===== config.mk =====
export PLATFORM = sky130hd
export DESIGN_NAME = ddr_downsample_ctrl
export DESIGN_NICKNAME = d
export VERILOG_FILES = /design/src/rtl/ddr_downsample_ctrl.sv
export SDC_FILE = /design/constraint.sdc
export NUM_CORES = 1
export LEC_CHECK = 0
export CELL_PAD_IN_SITES_DETAIL_PLACEMENT = 2
export CELL_PAD_IN_SITES_GLOBAL_PLACEMENT = 2
export CORE_MARGIN = 1.5
export CORE_UTILIZATION = 34
export DETAILED_ROUTE_END_ITERATION = 12
export DONT_BUFFER_PORTS = 1
export PLACE_DENSITY = 0.76
export SKIP_CTS_REPAIR_TIMING = 1
export SYNTH_ARGS = -nofsm -noshare
export SYNTH_HDL_FRONTEND = slang
export SYNTH_SLANG_ARGS = --single-unit

===== constraint.sdc =====
create_clock -name clk -period 1.9 [get_ports clk]
set_input_delay 0.285 -clock clk [delete_from_list [all_inputs] [get_ports clk]]
set_output_delay 0.285 -clock clk [all_outputs]
set_load 0.05 [all_outputs]

===== src/rtl/ddr_downsample_ctrl.sv =====
// ddr_downsample_ctrl: reads a source image over a we/re + ready memory port,
// averages each 2x2 block and writes one rounded pixel per block at DST_BASE.
module ddr_downsample_ctrl #(
  parameter int IMG_W    = 256,
  parameter int IMG_H    = 256,
  parameter int SRC_BASE = 0,
  parameter int DST_BASE = 65536,
  parameter int TIMEOUT  = 1023
) (
  input  logic        clk,
  input  logic        rst,
  input  logic        start,
  output logic        busy,
  output logic        done,
  output logic        error,
  output logic [18:0] mem_addr,
  output logic [7:0]  mem_wdata,
  output logic        mem_we,
  output logic        mem_re,
  input  logic [7:0]  mem_rdata,
  input  logic        mem_ready_we,
  input  logic        mem_ready_re
);

  localparam int BW = IMG_W / 2;
  localparam int BH = IMG_H / 2;
  localparam int CW = (BW > 1) ? $clog2(BW) : 1;
  localparam int RW = (BH > 1) ? $clog2(BH) : 1;

  localparam logic [CW-1:0] C_LAST = CW'(BW - 1);
  localparam logic [RW-1:0] R_LAST = RW'(BH - 1);
  localparam logic [18:0]   SRC_A  = 19'(SRC_BASE);
  localparam logic [18:0]   DST_A  = 19'(DST_BASE);
  localparam logic [18:0]   ROW_A  = 19'(IMG_W);
  localparam logic [18:0]   BW_A   = 19'(BW);
  localparam logic [9:0]    TO_CNT = 10'(TIMEOUT);

  // Handshake: mem_re / mem_we are single-cycle requests; mem_addr (and
  // mem_wdata for writes) hold unchanged until the matching one-cycle ready
  // pulse is seen in the wait state. Ready pulses of the wrong type or outside
  // a wait state are ignored.
  typedef enum logic [2:0] {
    IDLE     = 3'd0,
    RD_ISSUE = 3'd1,
    RD_WAIT  = 3'd2,
    WR_ISSUE = 3'd3,
    WR_WAIT  = 3'd4,
    NEXT     = 3'd5,
    DONE     = 3'd6,
    ERR      = 3'd7
  } state_t;

  state_t          state, state_n;
  logic [RW-1:0]   r, r_n;
  logic [CW-1:0]   c, c_n;
  logic [1:0]      p, p_n;
  logic [9:0]      acc, acc_n;
  logic [9:0]      wait_cnt, wait_cnt_n;
  logic            err_q, err_n;

  logic [18:0]     r_ext, c_ext, blk_base, rd_addr, wr_addr;
  logic [9:0]      wait_inc;
  logic [7:0]      avg;

  assign r_ext    = 19'(r);
  assign c_ext    = 19'(c);
  assign blk_base = SRC_A + ((r_ext << 1) * ROW_A) + (c_ext << 1);
  assign rd_addr  = blk_base + (p[1] ? ROW_A : 19'd0) + {18'd0, p[0]};
  assign wr_addr  = DST_A + (r_ext * BW_A) + c_ext;
  assign wait_inc = wait_cnt + 10'd1;
  // acc tops out at 1020, so the rounding add cannot overflow 10 bits.
  assign avg      = 8'((acc + 10'd2) >> 2);

  always_ff @(posedge clk or posedge rst) begin
    if (rst) begin
      state    <= IDLE;
      r        <= '0;
      c        <= '0;
      p        <= '0;
      acc      <= '0;
      wait_cnt <= '0;
      err_q    <= 1'b0;
    end else begin
      state    <= state_n;
      r        <= r_n;
      c        <= c_n;
      p        <= p_n;
      acc      <= acc_n;
      wait_cnt <= wait_cnt_n;
      err_q    <= err_n;
    end
  end

  always_comb begin
    state_n    = state;
    r_n        = r;
    c_n        = c;
    p_n        = p;
    acc_n      = acc;
    wait_cnt_n = wait_cnt;
    err_n      = err_q;
    case (state)
      IDLE: begin
        if (start) begin
          state_n = RD_ISSUE;
          err_n   = 1'b0;
          r_n     = '0;
          c_n     = '0;
          p_n     = '0;
          acc_n   = '0;
        end
      end
      RD_ISSUE: begin
        state_n    = RD_WAIT;
        wait_cnt_n = '0;
      end
      RD_WAIT: begin
        if (mem_ready_re) begin
          acc_n = acc + {2'b00, mem_rdata};
          if (p == 2'd3) begin
            state_n = WR_ISSUE;
          end else begin
            p_n     = p + 2'd1;
            state_n = RD_ISSUE;
          end
        end else if (wait_inc == TO_CNT) begin
          state_n = ERR;
          err_n   = 1'b1;
        end else begin
          wait_cnt_n = wait_inc;
        end
      end
      WR_ISSUE: begin
        state_n    = WR_WAIT;
        wait_cnt_n = '0;
      end
      WR_WAIT: begin
        if (mem_ready_we) begin
          acc_n   = '0;
          p_n     = '0;
          state_n = NEXT;
        end else if (wait_inc == TO_CNT) begin
          state_n = ERR;
          err_n   = 1'b1;
        end else begin
          wait_cnt_n = wait_inc;
        end
      end
      NEXT: begin
        if (r == R_LAST && c == C_LAST) begin
          state_n = DONE;
        end else begin
          state_n = RD_ISSUE;
          if (c == C_LAST) begin
            c_n = '0;
            r_n = r + RW'(1);
          end else begin
            c_n = c + CW'(1);
          end
        end
      end
      DONE:    state_n = IDLE;
      ERR:     state_n = IDLE;
      default: state_n = IDLE;
    endcase
  end

  always_comb begin
    busy      = 1'b0;
    done      = 1'b0;
    mem_re    = 1'b0;
    mem_we    = 1'b0;
    mem_addr  = '0;
    mem_wdata = '0;
    case (state)
      RD_ISSUE: begin
        busy     = 1'b1;
        mem_re   = 1'b1;
        mem_addr = rd_addr;
      end
      RD_WAIT: begin
        busy     = 1'b1;
        mem_addr = rd_addr;
      end
      WR_ISSUE: begin
        busy      = 1'b1;
        mem_we    = 1'b1;
        mem_addr  = wr_addr;
        mem_wdata = avg;
      end
      WR_WAIT: begin
        busy      = 1'b1;
        mem_addr  = wr_addr;
        mem_wdata = avg;
      end
      NEXT:    busy = 1'b1;
      DONE:    done = 1'b1;
      default: busy = 1'b0;
    endcase
  end

  assign error = err_q;

endmodule


==> results.yml, run 1 <==
status:
  run_status: "finished with violations"
  violations: "setup timing"
worst_setup_path:
  setup.worst_path.start: "wait_cnt[0]$_DFFE_PP0P_"
  cp_max_fo: 4
  worst_ep_required_time_ps: 2130
  crit_arrival_ps: 2490
  critPathCaptureType: "register"
  r2r_slack_ps: -360
  path_class: "reg2reg"
  rr_startpoint: "wait_cnt[0]$_DFFE_PP0P_"
  startpoint_type: "register"
floorplanning:
  rows: 33
  core_mm2: 0.00826
  ios: 45
  die_w_um: 95.7
  start_util_pct: 35.4
  die_area_mm2: 0.00916
  die_h_um: 95.7
timing:
  fin_tns_setup_ps: -10830
  fmax_mhz: 443
  period_share_pct: 119
  slew_viol_final: 0
  whs_ps: 9.74
  hold_violations: 0
  clock_skew_ps: 16.4
  worstMarginPinSlew_ps: 579
  setup_viol: 48
  rsz0062_at_grt: "true"
  min_period_ps: 2260
  fin_ws_ps: -357
  max_slew_margin_pct: 61.4
global_routing:
  grt-ovfl-total: 0
  grt_pass1_vias: 3325
  grt_max_degree: 41
  antenna_found_initial: 0
  grt_pass1_wl_um: 18400
  track_usage_pct: 27.0
yosys:
  syn_area_mm2: 0.00292
  async_flop_share_pct: 100
  ys_warn_count: 0
  ys.flop_type: "dfrtp_1"
  yosysUniqueCellTypes: 54
  synthCells: 345
  ys_seq_area_share_pct: 34.2
  synth_seq_cells: 40
  syn_area_per_cell_um2: 8.47
  synth_edf_count: 0
final_layout:
  stdcell_area_mm2: 0.00466
  drive_gt1_share_pct: 49.2
  layout.nets: 473
  areaGrowthSynthToFinish_pct: 59.4
  n_antenna_cell: 0
cts:
  cts.clk_slew.worst_paths_ps: 100
  cts_sinks: 40
  h-tree-depth: 2
  numCtsBuffers: 5
  ctsRootBufferMaster: "clkbuf_8"
  clk_latency_ps: 330
  cts.path.max_buffers: 2
  cts_tree: "yes"
flow_run:
  max_cap_viol_count: 0
place:
  dp_slack_ps: -191
  gp_congestion: 0.778
  numPortBuffers: 0
  dp_hpwl_um: 8240
  placed_area_mm2: 0.00376
power_and_ir_drop:
  vdd_ir_drop_max_mv: 0.814
  total_power_uw: 6640
  cellLeakagePower_uw: 0.00200
  power_density_mw_per_mm2: 1420
drt:
  drcViolationCount: 0
  vias_per_cell: 5.96
  wl_um: 15700
  drt-initial-drc-count: 174
  post_drt_wl_per_cell_um: 28.6
  vias: 3279
  first_pass_iters: 4
  final_antenna_net_count: 0
hold_path:
  min_path_type: "in2async"
[power by group]
group / leakage (uW) / internal [uW] / switching (uW)
combinational: 0.00143 / 1990 / 2650
sequential: 0.000529 / 1050 / 342
clock: 0.0000410 / 251 / 352
[routing by layer]
metal	GRT usage, %	vias up	routed length, um
met5	0	-	0
met4	8.09	0	528
met3	4.27	45	560
met2	48.5	96	7950
met1	32.9	1694	6700
li1	-	1444	-
[worst max-delay path, stage by stage, from the launching register on]
cell,delay [ps]
dfrtp_2,450
ha_4,190
nand3_4,60
buf_4,130
o21ai_0,190
a211oi_4,420
o2111a_2,340
a21oi_1,140
o22ai_1,230
[flip-flops by register name, summed over array words and instances, names as in the netlist]
name and count:
acc 10, wait_cnt 10, c 7, r 7, state 3, p 2
error 1
[path summary, 6_finish.rpt]
check	cells past startpoint	endpoint
setup / recovery	8	wait_cnt[3]$_DFFE_PP0P_
hold / removal	2	acc[6]$_DFFE_PP0P_
setup reg to reg	8	wait_cnt[3]$_DFFE_PP0P_
hold reg to reg	1	wait_cnt[8]$_DFFE_PP0P_
max in group asynchronous	2	wait_cnt[2]$_DFFE_PP0P_
min in group clk	2	acc[6]$_DFFE_PP0P_
[Yosys cell counts, drive strengths merged (2+ instances only)]
cell     n  area, um^2
nand4    3        18.8
nor3b    7        52.6
a22o    14         123
nor4b    2        17.5
mux2i    2        20.0
dfrtp   40        1000
and3     5        32.5
o22ai    3        18.8
o31a     2        17.5
nand2b   4        25.0
a21o     7        52.6
and4     4        36.3
xnor2   14         123
or2      3        18.8
nor2    38         143
o21ai   20         100
nand3   16        85.1
or3      5        31.3
clkbuf   6        22.5
nor2b    3        18.8
o31ai    9        67.6
xor2    10        87.6
nand3b   2        15.0
and2     6        37.5
nor3     7        35.0
inv     15        56.3
o21bai   2        15.0
a21oi   25         129
a31oi    8        50.1
buf     10        60.1
nand2   23        86.3
o41ai    2        17.5
ha      14         175
[logic make-up after synthesis]
kind of cell,synth area share [%]
AO/OA/AOI/OAI,23.5
flip-flops,34.2
AND/OR/NAND/NOR,22.9
adder cells (fa/ha/maj),6.68
multiplexers,0.685
buffers and inverters,4.75
XOR/XNOR,7.19
other,0.128
[per-stage QoR]
step	util, %	cells
global placement	45.5	515
CTS	46.4	522
floorplan	-	346
finish	56.4	550
detailed placement	45.5	515
global route	56.4	550
[layout make-up]
type / count / area, um^2
Timing Repair Buffer: 108 / 1030
Fill cell: 844 / 3600
Clock inverter: 1 / 5.00
Clock buffer: 6 / 72.6
Multi-Input combinational cell: 275 / 2350
Sequential cell: 40 / 1010
Inverter: 15 / 61.3
Tap cell: 105 / 131
[cell usage in the layout (no fill, tap or decap), drive strengths merged, types with 2 or more instances in the layout]
master	n
clkbuf	8
a31oi	8
o31a	2
nor3b	7
nand2b	4
nand3	16
or3	5
nand4	3
and2	6
and3	5
a22o	14
o21bai	2
ha	14
o22ai	3
dfrtp	40
nand2	23
nor3	7
and4	4
buf	106
nor2b	3
o41ai	2
inv	14
o21ai	20
clkinv	2
or2	3
conb	2
mux2i	2
nor2	38
nor4b	2
nand3b	2
xnor2	14
xor2	10
a21o	7
a21oi	25
o31ai	9
No activity file was read; power rests on OpenSTA's default activity.
==> inputs of run 2 (changes only) <==
--- a/config.mk
+++ b/config.mk
@@ -5,13 +5,14 @@
 export SDC_FILE = /design/constraint.sdc
 export NUM_CORES = 1
 export LEC_CHECK = 0
+export ABC_AREA = 1
 export CELL_PAD_IN_SITES_DETAIL_PLACEMENT = 2
 export CELL_PAD_IN_SITES_GLOBAL_PLACEMENT = 2
 export CORE_MARGIN = 1.5
-export CORE_UTILIZATION = 34
+export CORE_UTILIZATION = 32
 export DETAILED_ROUTE_END_ITERATION = 12
 export DONT_BUFFER_PORTS = 1
-export PLACE_DENSITY = 0.76
+export PLACE_DENSITY = 0.77
 export SKIP_CTS_REPAIR_TIMING = 1
 export SYNTH_ARGS = -nofsm -noshare
 export SYNTH_HDL_FRONTEND = slang
==> run 2 against run 1 <==
The flow finishes with violations (DRC, setup timing); hold slack improved by 10 ps; sequential share of layout area decreased by 0.30 points; global-route usage decreased by 3.0 points; register-to-register slack improved by 97 ps; sequential power decreased by 6%; combinational power decreased by 2%; largest power group unchanged.
==> results.yml, run 2 <==
status:
  run_status: "finished with violations"
  violations: "DRC, setup timing"
power_and_ir_drop:
  power_density_mw_per_mm2: 1410
  vdd_ir_drop_max_mv: 0.923
  cellLeakagePower_uw: 0.00209
  total_power_uw: 6660
worst_setup_path:
  path_class: "reg2out"
  startpoint_type: "register"
  worst_ep_required_time_ps: 1620
  r2r_slack_ps: -260
  crit_arrival_ps: 1970
  critPathCaptureType: "output pin"
  cp_max_fo: 2
floorplanning:
  die_area_mm2: 0.00980
  core_mm2: 0.00881
  ios: 45
  die_h_um: 99
  start_util_pct: 33.5
  rows: 34
  die_w_um: 99
yosys:
  syn_area_mm2: 0.00295
  yosysUniqueCellTypes: 35
  ys_seq_area_share_pct: 33.9
  async_flop_share_pct: 100
  ys_warn_count: 0
  synth_area_leaders: "dfrtp_1, nand2_1, inv_1"
  synth_seq_cells: 40
  synthTopCellsByCount: "nand2_1, inv_1, dfrtp_1, nor2_1"
  yosys.area.top_type: "dfrtp_1"
  syn_area_per_cell_um2: 6.91
  synth_most_common_cell: "nand2_1"
  synth_edf_count: 0
  synth_top_area_share_pct: 33.9
  ys.flop_type: "dfrtp_1"
  synthCells: 427
final_layout:
  n_antenna_cell: 0
  final_cell_mix: "nand2_1, buf_4, inv_1"
  reg.largest.list: "acc (10), wait_cnt (10)"
  layout.nets: 546
  drive_gt1_share_pct: 40.7
  stdcell_area_mm2: 0.00472
  final_common_cell: "nand2_1"
  areaGrowthSynthToFinish_pct: 60.2
  instances_no_fill: 627
drt:
  final_antenna_net_count: 0
  vias_per_cell: 5.83
  wl_um: 16800
  drcViolationCount: 4
  vias: 3653
  drt-initial-drc-count: 163
  first_pass_iters: 8
  post_drt_wl_per_cell_um: 26.7
global_routing:
  grt_pass1_wl_um: 18600
  grt_pass1_vias: 3554
  track_usage_pct: 23.9
  antenna_found_initial: 0
  grt_max_degree: 41
  grt-ovfl-total: 0
cts:
  numCtsBuffers: 5
  cts.path.max_buffers: 2
  ctsRootBufferMaster: "clkbuf_8"
  cts.clk_slew.worst_paths_ps: 100
  cts_sinks: 40
  h-tree-depth: 2
  cts_tree: "yes"
  clk_latency_ps: 320
timing:
  rsz0062_at_grt: "true"
  worstMarginPinSlew_ps: 578
  min_period_ps: 2250
  setup_viol: 64
  clock_skew_ps: 13.2
  hold_violations: 0
  fmax_mhz: 444
  period_share_pct: 119
  slew_viol_final: 0
  fin_ws_ps: -354
  max_slew_margin_pct: 61.4
place:
  dp_hpwl_um: 8820
  gp_congestion: 0.809
  numPortBuffers: 0
  placedCellCount: 589
  dp_slack_ps: -138
  placed_area_mm2: 0.00389
hold_path:
  min_path_type: "in2async"
flow_run:
  max_cap_viol_count: 0
==> run 2: metrics by stage <==
step / util, % / TNS (ps) / hold slack [ps]
detailed placement: 44.1 / -1550 / 372
global placement: 44.1 / 0 / 360
CTS: 45.6 / -9710 / 45.0
global route: 53.7 / -13860 / 45.9
finish: 53.7 / -10190 / 20.2
floorplan: - / -386 / 464
==> run 2: critical path: stages (launching register included) <==
cell and delay, ps:
dfrtp_1 410, ha_4 170, nand2_4 60, nor2_4 130, nand2_2 90, nor3_4 270, a21oi_2 120, nor3_4 250
buf_12 170
==> run 2: routing by layer <==
metal  vias up  part of all wire (%)  track usage (%)
met5         -                     0                0
met4         0                   3.8             2.86
met3        56                   3.5             3.76
met2       122                    53             45.9
met1      1876                    40             28.7
li1       1599                     -                -
==> run 2: path summary, 6_finish.rpt <==
kind | start | end | cells after the start
hold / removal | rst | p[1]$_DFFE_PP0P_ | 2
setup reg to reg | state[1]$_DFFE_PP0N_ | error$_DFFE_PP0P_ | 8
max in group asynchronous | rst | wait_cnt[5]$_DFFE_PP0P_ | 2
hold reg to reg | acc[0]$_DFFE_PP0P_ | acc[0]$_DFFE_PP0P_ | 1
setup / recovery | acc[2]$_DFFE_PP0P_ | mem_wdata[7] | 8
min in group clk | mem_rdata[0] | acc[0]$_DFFE_PP0P_ | 2
==> run 2: area by class of cell <==
class / instances / area, um^2
Clock buffer: 7 / 96.3
Inverter: 56 / 234
Fill cell: 912 / 4080
Timing Repair inverter: 1 / 16.3
Multi-Input combinational cell: 321 / 2260
Tap cell: 108 / 135
Timing Repair Buffer: 93 / 937
Clock inverter: 1 / 30.0
Sequential cell: 40 / 1010
==> run 2: logic make-up after synthesis <==
family | synth area share [%]
and+or+nand+nor | 33.3
AOI/OAI and AO/OA | 15.5
buffers and inverters | 9.67
DFF | 33.9
adders and majority gates | 6.62
xor gates and xnor gates | 0.891
other | 0.127
==> run 2: report_power, final <==
part / internal (uW) / total [uW] / switching (uW) / leakage (uW)
sequential: 1030 / 1300 / 270 / 0.000536
clock: 465 / 827 / 362 / 0.0000645
combinational: 1570 / 4530 / 2960 / 0.00149
total: 3070 / 6660 / 3590 / 0.00209
==> inputs of run 3 (changes only) <==
--- a/config.mk
+++ b/config.mk
@@ -8,8 +8,9 @@
 export ABC_AREA = 1
 export CELL_PAD_IN_SITES_DETAIL_PLACEMENT = 2
 export CELL_PAD_IN_SITES_GLOBAL_PLACEMENT = 2
-export CORE_MARGIN = 1.5
+export CORE_MARGIN = 2
 export CORE_UTILIZATION = 32
+export CTS_CLUSTER_DIAMETER = 100
 export DETAILED_ROUTE_END_ITERATION = 12
 export DONT_BUFFER_PORTS = 1
 export PLACE_DENSITY = 0.77
==> run 3 against run 2 <==
The flow finishes with violations (setup timing); largest power group unchanged; combinational power hardly changed; hold slack worse by 7.9 ps; cell count is 0.96% lower; first-iteration DRC count fell by 58%; clock power shrank 11%; final area shrank 2.0%; power down 1.2%; clock-buffer cell count is 1 lower; setup slack better by 47 ps; critical endpoint is now r[0]$_DFFE_PP0P_; clock skew down 4.9 ps.
==> results.yml, run 3 (synthesis gave the netlist of run 2 again) <==
place:
  gp_congestion: 0.806
  dp_hpwl_um: 8780
  placed_area_mm2: 0.00390
  numPortBuffers: 0
global_routing:
  track_usage_pct: 23.5
  grt_max_degree: 41
  grt_pass1_vias: 3572
  grt_pass1_wl_um: 18500
  grt-ovfl-total: 0
  antenna_found_initial: 0
floorplanning:
  start_util_pct: 32.4
  rows: 35
  core_mm2: 0.00911
  die_area_mm2: 0.0100
  die_w_um: 100
  die_h_um: 100
  ios: 45
timing:
  min_period_ps: 2210
  period_share_pct: 116
  clock_skew_ps: 8.35
  max_slew_margin_pct: 61.5
  worstMarginPinSlew_ps: 578
  slew_viol_final: 0
  setup_viol: 43
  fmax_mhz: 453
  fin_ws_ps: -307
  whs_ps: 12.3
  hold_violations: 0
  rsz0062_at_grt: "true"
worst_setup_path:
  rr_startpoint: "r[0]$_DFFE_PP0P_"
  setup.worst_path.start: "r[0]$_DFFE_PP0P_"
  path_class: "reg2reg"
  crit_arrival_ps: 2380
  r2r_slack_ps: -310
  cp_max_fo: 6
  critPathCaptureType: "register"
  reg2reg_depth: 9
  startpoint_type: "register"
  worst_ep_required_time_ps: 2080
  cp-endpoint: "r[0]$_DFFE_PP0P_"
  timing.rr.end: "r[0]$_DFFE_PP0P_"
final_layout:
  final_common_cell: "nand2_1"
  drive_gt1_share_pct: 40.6
  final_cell_mix: "nand2_1, buf_4, inv_1"
  areaGrowthSynthToFinish_pct: 56.9
  layout.nets: 537
  n_antenna_cell: 0
  reg.largest.list: "acc (10), wait_cnt (10)"
  stdcell_area_mm2: 0.00463
power_and_ir_drop:
  seqPwrFrac_pct: 19.5
  power_density_mw_per_mm2: 1420
  p_int_uw: 3080
  vdd_ir_drop_max_mv: 0.677
  power.share.clock_pct: 11.2
  switchingPower_uw: 3490
  cellLeakagePower_uw: 0.00201
  pwr-share-comb_pct: 69.3
  p_sw_share_pct: 53.2
cts:
  h-tree-depth: 2
  cts_tree: "yes"
  cts.path.max_buffers: 2
  ctsRootBufferMaster: "clkbuf_8"
  cts.clk_slew.worst_paths_ps: 90
  numCtsBuffers: 5
  cts_sinks: 40
  clk_latency_ps: 300
hold_path:
  min_path_type: "in2async"
drt:
  drcViolationCount: 0
  vias_per_cell: 5.65
  drt-initial-drc-count: 69
  final_antenna_net_count: 0
  first_pass_iters: 4
  vias: 3510
  wl_um: 15000
  post_drt_wl_per_cell_um: 24.1
status:
  violations: "setup timing"
  run_status: "finished with violations"
flow_run:
  max_cap_viol_count: 0
==> run 3: changes by cell type in the layout (fill, tap and decap cells not counted), moves of 3 or more <==
cell,delta
buf_6,-5
nand2_1,-3
buf_4,-7
nand2_2,+6
o21ai_0,-3
==> run 3: stage by stage <==
stage	power (uW)	cells	worst slack, ps	util (%)	setup TNS [ps]
after detailed placement	4540	588	-145	42.8	-1010
final	6570	621	-307	50.8	-5950
after CTS	5340	596	-385	44.0	-9500
after global routing	6890	621	-364	50.8	-10810
after global placement	4340	588	19.2	42.8	0
after floorplan	3370	428	-57.8	-	-386
==> run 3: worst min path at each step <==
| stage | from | slack [ps] | end |
|---|---|---|---|
| after CTS | rst | 40 | wait_cnt[8]$_DFFE_PP0P_ |
| after global routing | rst | 60 | wait_cnt[8]$_DFFE_PP0P_ |
| after global placement | rst | 360 | c[2]$_DFFE_PP0P_ |
| after detailed placement | rst | 380 | c[1]$_DFFE_PP0P_ |
| after floorplan | wait_cnt[9]$_DFFE_PP0P_ | 460 | wait_cnt[9]$_DFFE_PP0P_ |
| final | rst | 10 | wait_cnt[8]$_DFFE_PP0P_ |
==> run 3: final cells by class <==
cell class,instances,area [um^2]
clock buffer,6,72.6
clock inverter,2,35.0
fill,1009,4480
inverter,56,223
multi-input combinational,322,2260
sequential,40,1010
tap,111,139
timing repair buffer,84,888
==> run 3: critical path: stages (launching register included) <==
cell     delay [ps]
dfrtp_1         470
ha_1            230
nand2_1         130
nor3_2          230
nand2_1         130
nor2_2          180
nand2_2         110
nand2_4         140
nor2_2          110
o21ai_1         330
==> run 3: routing by layer <==
| metal | vias to the layer above | track usage (%) | wire (um) |
|---|---|---|---|
| li1 | 1583 | - | - |
| met1 | 1800 | 28.5 | 6320 |
| met2 | 91 | 43.1 | 7620 |
| met3 | 36 | 3.27 | 418 |
| met4 | 0 | 6.64 | 600 |
| met5 | - | 0 | 0 |
==> run 3: power by group through the flow <==
stage | sequential (uW) | combinational [uW] | clock (uW)
4_1_cts | 1240 | 3350 | 753
3_3_place_gp | 1220 | 3120 | 0
3_5_place_dp | 1250 | 3290 | 0
2_1_floorplan | 1210 | 2170 | 0
6_report | 1280 | 4560 | 733
5_1_grt | 1310 | 4810 | 773
